--- src/rtl/xsleena_gfx_sdr_arbiter.sv ---
// Round-robin arbiter sharing one SDRAM ROM read port
// between the graphics-layer fetchers (clk_ram domain).
module xsleena_gfx_sdr_arbiter #(
  parameter int NREQ    = 3,
  parameter int AW      = 25,
  parameter int TIMEOUT = 255
) (
  input  logic                 clk_ram,
  input  logic                 RESET,
  input  logic [NREQ-1:0]      req_i,
  input  logic [NREQ*AW-1:0]   req_addr_i,
  output logic [NREQ-1:0]      rdy_o,
  output logic [NREQ*16-1:0]   data_o,
  output logic [AW-1:0]        sdr_addr,
  output logic                 sdr_req,
  input  logic                 sdr_rdy,
  input  logic [15:0]          sdr_data,
  output logic                 timeout_o
);

  localparam int IW = $clog2(NREQ);
  localparam int CW = 10;

  typedef enum logic {
    IDLE,
    WAIT
  } state_e;

  state_e              state_q, state_d;
  logic [NREQ-1:0]     pend_q, pend_d;
  logic [AW-1:0]       addr_q [NREQ];
  logic [IW-1:0]       rr_q, rr_d;
  logic [IW-1:0]       gnt_q, gnt_d;
  logic [CW-1:0]       cnt_q, cnt_d;
  logic [AW-1:0]       saddr_q, saddr_d;
  logic                sreq_q, sreq_d;
  logic [NREQ-1:0]     rdy_q, rdy_d;
  logic [NREQ*16-1:0]  data_q, data_d;
  logic                to_q, to_d;

  logic                found;
  logic [IW-1:0]       gsel;

  // First pending requester after the last one served, wrapping.
  always_comb begin
    found = 1'b0;
    gsel  = '0;
    for (int k = 1; k <= NREQ; k++) begin
      int idx;
      idx = (int'(rr_q) + k) % NREQ;
      if (!found && pend_q[idx]) begin
        found = 1'b1;
        gsel  = IW'(idx);
      end
    end
  end

  // Next-state and output logic: grant in IDLE, await data in WAIT.
  always_comb begin
    state_d = state_q;
    pend_d  = pend_q;
    rr_d    = rr_q;
    gnt_d   = gnt_q;
    cnt_d   = cnt_q;
    saddr_d = saddr_q;
    sreq_d  = 1'b0;
    rdy_d   = '0;
    data_d  = data_q;
    to_d    = 1'b0;
    unique case (state_q)
      IDLE: begin
        if (found) begin
          rr_d         = gsel;
          gnt_d        = gsel;
          pend_d[gsel] = 1'b0;
          saddr_d      = addr_q[gsel];
          sreq_d       = 1'b1;
          cnt_d        = '0;
          state_d      = WAIT;
        end
      end
      WAIT: begin
        cnt_d = cnt_q + 1'b1;
        if (sdr_rdy) begin
          data_d[int'(gnt_q)*16 +: 16] = sdr_data;
          rdy_d[gnt_q] = 1'b1;
          state_d      = IDLE;
        end else if (cnt_q == CW'(TIMEOUT - 1)) begin
          to_d    = 1'b1;
          state_d = IDLE;
        end
      end
    endcase
    // A request in the grant cycle re-arms the flag; the grant
    // already used the previously stored address.
    pend_d = pend_d | req_i;
  end

  // State, flags and registered outputs.
  always_ff @(posedge clk_ram) begin
    if (RESET) begin
      state_q <= IDLE;
      pend_q  <= '0;
      rr_q    <= IW'(NREQ - 1);
      gnt_q   <= '0;
      cnt_q   <= '0;
      saddr_q <= '0;
      sreq_q  <= 1'b0;
      rdy_q   <= '0;
      data_q  <= '0;
      to_q    <= 1'b0;
    end else begin
      state_q <= state_d;
      pend_q  <= pend_d;
      rr_q    <= rr_d;
      gnt_q   <= gnt_d;
      cnt_q   <= cnt_d;
      saddr_q <= saddr_d;
      sreq_q  <= sreq_d;
      rdy_q   <= rdy_d;
      data_q  <= data_d;
      to_q    <= to_d;
    end
  end

  // Per-requester address capture; latest request wins.
  always_ff @(posedge clk_ram) begin
    for (int i = 0; i < NREQ; i++) begin
      if (RESET) begin
        addr_q[i] <= '0;
      end else if (req_i[i]) begin
        addr_q[i] <= req_addr_i[i*AW +: AW];
      end
    end
  end

  assign rdy_o     = rdy_q;
  assign data_o    = data_q;
  assign sdr_addr  = saddr_q;
  assign sdr_req   = sreq_q;
  assign timeout_o = to_q;

endmodule

--- config.mk ---
export PLATFORM = sky130hd
export DESIGN_NAME = xsleena_gfx_sdr_arbiter
export DESIGN_NICKNAME = d
export VERILOG_FILES = /design/src/rtl/xsleena_gfx_sdr_arbiter.sv
export SDC_FILE = /design/constraint.sdc
export NUM_CORES = 1
export LEC_CHECK = 0
export ABC_CLOCK_PERIOD_IN_PS = 3650
export CORE_MARGIN = 3
export CORE_UTILIZATION = 55
export CTS_BUF_LIST = sky130_fd_sc_hd__clkbuf_4
export CTS_CLUSTER_SIZE = 25
export DETAILED_ROUTE_END_ITERATION = 6
export PLACE_DENSITY_LB_ADDON = 0.25
export SYNTH_ARGS = -nofsm -noshare
export SYNTH_HDL_FRONTEND = slang
export SYNTH_SLANG_ARGS = --single-unit
--- constraint.sdc ---
create_clock -name clk_ram -period 3.65 [get_ports clk_ram]
set_input_delay 0.365 -clock clk_ram [delete_from_list [all_inputs] [get_ports clk_ram]]
set_output_delay 0.365 -clock clk_ram [all_outputs]
set_load 0.02 [all_outputs]
==> impl_results.md <==
* Outcome: finished, final reports clean
* Antenna-violating nets left at 0
* Clock root buffer: sky130_fd_sc_hd__clkbuf_4
* Port Buffers at around 170
* Number of antenna cells inserted at 0
* First-pass GRT wire length at around 27000 um
* Clock transition at the registers of the reported paths at ~0.13 ns
* Startpoint of the tightest hold check path: req_i[1]
* CTS tree: done
* Core ar. at 0.0122 mm^2
* Setup TNS after final layout at 0 ns
* Total wire length at ~17000 um
* Pwr dens at 590 mW/mm^2
* Number of instances in the synthesized netlist at ~610
* Number of detailed-route iterations in the first pass at 5
* Via density per instance at between 5 and 6
* Share of final-layout standard cells stronger than drive strength 1 at approximately 8.8%
* Syn_nets at approximately 720
* Routed length per placed instance at about 18 um
* Die Wd at ~120 um
* Sequential share of the synthesized area at roughly three fifths
* Die area at 0.0140 mm^2
* Worst-case headroom to the max-slew limit at about 27%
* Unrepaired setup endpoints after global routing: false
* Number of synthesized flops with an enable pin at 75
* Reg2reg path depth at 8
* Site row count at 40
* Fin crit period at 3.07 ns
* Starting Density at around 57%
* Maximum Capacitance Violations at 0
* Final slew viol count at 0
* Last weighted congestion value of the routability-driven placer at approximately 0.80
* Cts-stage hold buffer count at 0
* Commonest cells after routing, fill and taps aside: sky130_fd_sc_hd__clkdlybuf4s50_1, sky130_fd_sc_hd__dfxtp_1, sky130_fd_sc_hd__nor2_1, sky130_fd_sc_hd__and2_1, sky130_fd_sc_hd__edfxtp_1
* Required time reported for the critical path endpoint at between 4 and 5 ns
* Number of H-tree branching levels at 4
* Most frequent standard cell in the layout excluding fill and tap cells: sky130_fd_sc_hd__clkdlybuf4s50_1
* Crit path max fanout at 17
* Synthesized area per cell at between 10 and 15 um^2
* CTS Sinks at 170
* Total count of hold-check failures in the final report at 0
* Post-synthesis sequential element count at 170
* Total vias in the final route at around 5400
* Final count of negative-setup-slack endpoints at 0
* Half-perimeter wire length of the detailed placement result at around 12000 um
* End point of the most critical hold path: pend_q[1]
* Maximum count of clock buffers along a single path at 2
* Mapped Area at between 0.006 and 0.007 mm^2
* Most common flop cell mapped by yosys: sky130_fd_sc_hd__dfxtp_1
* Async S/R FF share, synth at 0%
* Final Core Density at about three quarters
* Number of distinct library cells after synthesis at just under 50
* Max Freq at between 0.3 and 0.4 GHz
* Via count of the first global-routing pass at roughly 5300
* Clock latency of the later-clocked register in the worst-skew pair at 0.56 ns
* Crit share post-route at around 84%
* Synthesis-to-finish area growth at 30.3%
* DRC marker count from the first detailed-route iteration at 436
* Count of synthesis-stage warnings from yosys at 0
* Number of buffers added for setup after CTS at 0
* R2R Path End: sdr_addr[22]
* Pin count of the biggest net entering global routing at 102
* Data arrival time of the critical path at between 3 and 4 ns
* Chip Height at roughly 120 um
* Worst hold stages at 3
* Antenna violations before repair at 0
* Inserted Clock Buffers at 17
* RR Startpoint: rr_q[0]
* Post-CTS resize count at 0
* Worst Tran Pin Value at ~1.1 ns
* Post-route DRC at 0
* Total leakage power at between 3 and 4 nW
* Top-level port count at approximately 180
* Critical Path Sink Type: register
* Setup slack of the worst register-to-register path at roughly 0.58 ns
* Aggregate global-route resource usage at 24.3%
* Classification of the worst-slack hold path: input pin to register
* Peak supply drop at roughly 0.33 mV
* Global route total overflow at 0
* Type of the setup path with the least slack: register to register
* Number of nets in the finished design at a little under 900
* Clock skew at 0.0171 ns
* Worst setup SP type: register
worst max-delay path by stage:
stage	startpoint	endpoint	slack [ns]
3_5_place_dp	rr_q[0]	sdr_addr[22]	0.63
4_1_cts	rr_q[0]	sdr_addr[22]	0.59
3_3_place_gp	rr_q[0]	sdr_addr[2]	0.78
6_report	rr_q[0]	sdr_addr[22]	0.58
2_1_floorplan	rr_q[0]	sdr_addr[7]	1.31
5_1_grt	rr_q[0]	sdr_addr[20]	0.35
flip-flops by register name, summed over array words and instances, names as in the netlist:
name / cells
pend_q: 3
data_o: 48
sdr_addr: 25
timeout_o: 1
rr_q: 2
gnt_q: 1
sdr_req: 1
state_q: 1
addr_q: 75
rdy_o: 3
cnt_q: 10
cells in the mapped netlist, types with 2 or more instances:
library cell	count	area share (%)
sky130_fd_sc_hd__a211oi_1	16	1.7
sky130_fd_sc_hd__nor2_1	83	4.5
sky130_fd_sc_hd__nor4b_2	3	0.65
sky130_fd_sc_hd__edfxtp_1	75	32
sky130_fd_sc_hd__and2_1	77	6.9
sky130_fd_sc_hd__mux2i_1	10	1.4
sky130_fd_sc_hd__ha_1	12	2.2
sky130_fd_sc_hd__a2111oi_2	10	2.2
sky130_fd_sc_hd__inv_1	7	0.38
sky130_fd_sc_hd__or3_1	2	0.18
sky130_fd_sc_hd__dfxtp_1	95	27
sky130_fd_sc_hd__o211ai_1	3	0.32
sky130_fd_sc_hd__buf_1	3	0.16
sky130_fd_sc_hd__nor3b_1	4	0.43
sky130_fd_sc_hd__o31a_1	4	0.51
sky130_fd_sc_hd__nand4_1	2	0.18
sky130_fd_sc_hd__or2_2	6	0.54
sky130_fd_sc_hd__nor4_1	3	0.27
sky130_fd_sc_hd__nand2b_1	3	0.27
sky130_fd_sc_hd__a221oi_1	15	1.9
sky130_fd_sc_hd__clkbuf_1	22	1.2
sky130_fd_sc_hd__nand3_1	24	1.7
sky130_fd_sc_hd__nand3b_1	2	0.22
sky130_fd_sc_hd__o21ai_0	2	0.14
sky130_fd_sc_hd__nand2_1	10	0.54
sky130_fd_sc_hd__nor3_1	13	0.94
sky130_fd_sc_hd__nor2b_1	4	0.36
sky130_fd_sc_hd__a21oi_1	15	1.1
sky130_fd_sc_hd__buf_2	14	1.0
sky130_fd_sc_hd__a22oi_1	48	5.2
layer usage:
| layer | global-route usage, % | up-vias | routed length [um] |
|---|---|---|---|
| li1 | - | 2533 | - |
| met1 | 28.0 | 2528 | 6550 |
| met2 | 42.4 | 239 | 8610 |
| met3 | 5.84 | 51 | 1210 |
| met4 | 11.7 | 0 | 618 |
| met5 | 0 | - | 0 |
worst max-delay path: stages, from the launching register on:
cell and delay, ns:
sky130_fd_sc_hd__dfxtp_1 0.52, sky130_fd_sc_hd__inv_1 0.22, sky130_fd_sc_hd__ha_1 0.27, sky130_fd_sc_hd__nor2b_1 0.17, sky130_fd_sc_hd__o21a_1 0.23, sky130_fd_sc_hd__o31ai_4 0.64, sky130_fd_sc_hd__nor2_1 0.32, sky130_fd_sc_hd__buf_4 0.27
sky130_fd_sc_hd__a2111oi_2 0.31
stage by stage:
| stage | hold WS (ns) | power [mW] | instance area [um^2] | instances | setup WS, ns |
|---|---|---|---|---|---|
| after CTS | 0.375 | 5.35 | 9030 | 950 | 0.590 |
| final | 0.416 | 5.34 | 9040 | 950 | 0.578 |
| after global routing | 0.411 | 5.61 | 9040 | 950 | 0.353 |
| after floorplan | 0.452 | 3.70 | 6940 | 606 | 1.31 |
| after detailed placement | 0.476 | 4.38 | 8790 | 918 | 0.627 |
| after global placement | 0.464 | 4.28 | 8790 | 918 | 0.784 |
cell type report:
| type | count | area, um^2 |
|---|---|---|
| Multi-Input combinational cell | 388 | 2580 |
| Clock buffer | 26 | 195 |
| Sequential cell | 170 | 4150 |
| Inverter | 7 | 26.3 |
| Timing Repair Buffer | 185 | 1820 |
| Clock inverter | 6 | 53.8 |
| Tap cell | 168 | 210 |
| Fill cell | 820 | 3120 |
logic make-up after synthesis:
kind of cell             share of synthesized area [%]
AND/OR/NAND/NOR                                   18.6
adder cells (fa/ha/maj)                           2.16
buffers and inverters                             3.12
multiplexers                                      1.44
flip-flops                                        59.9
AO/OA/AOI/OAI                                     14.7
where the power goes:
part / total (mW) / internal (mW) / switching [mW]
combinational: 1.99 / 0.823 / 1.17
clock: 0.979 / 0.400 / 0.579
sequential: 2.37 / 2.22 / 0.150
total: 5.34 / 3.44 / 1.89
No activity file was read; power rests on OpenSTA's default activity.
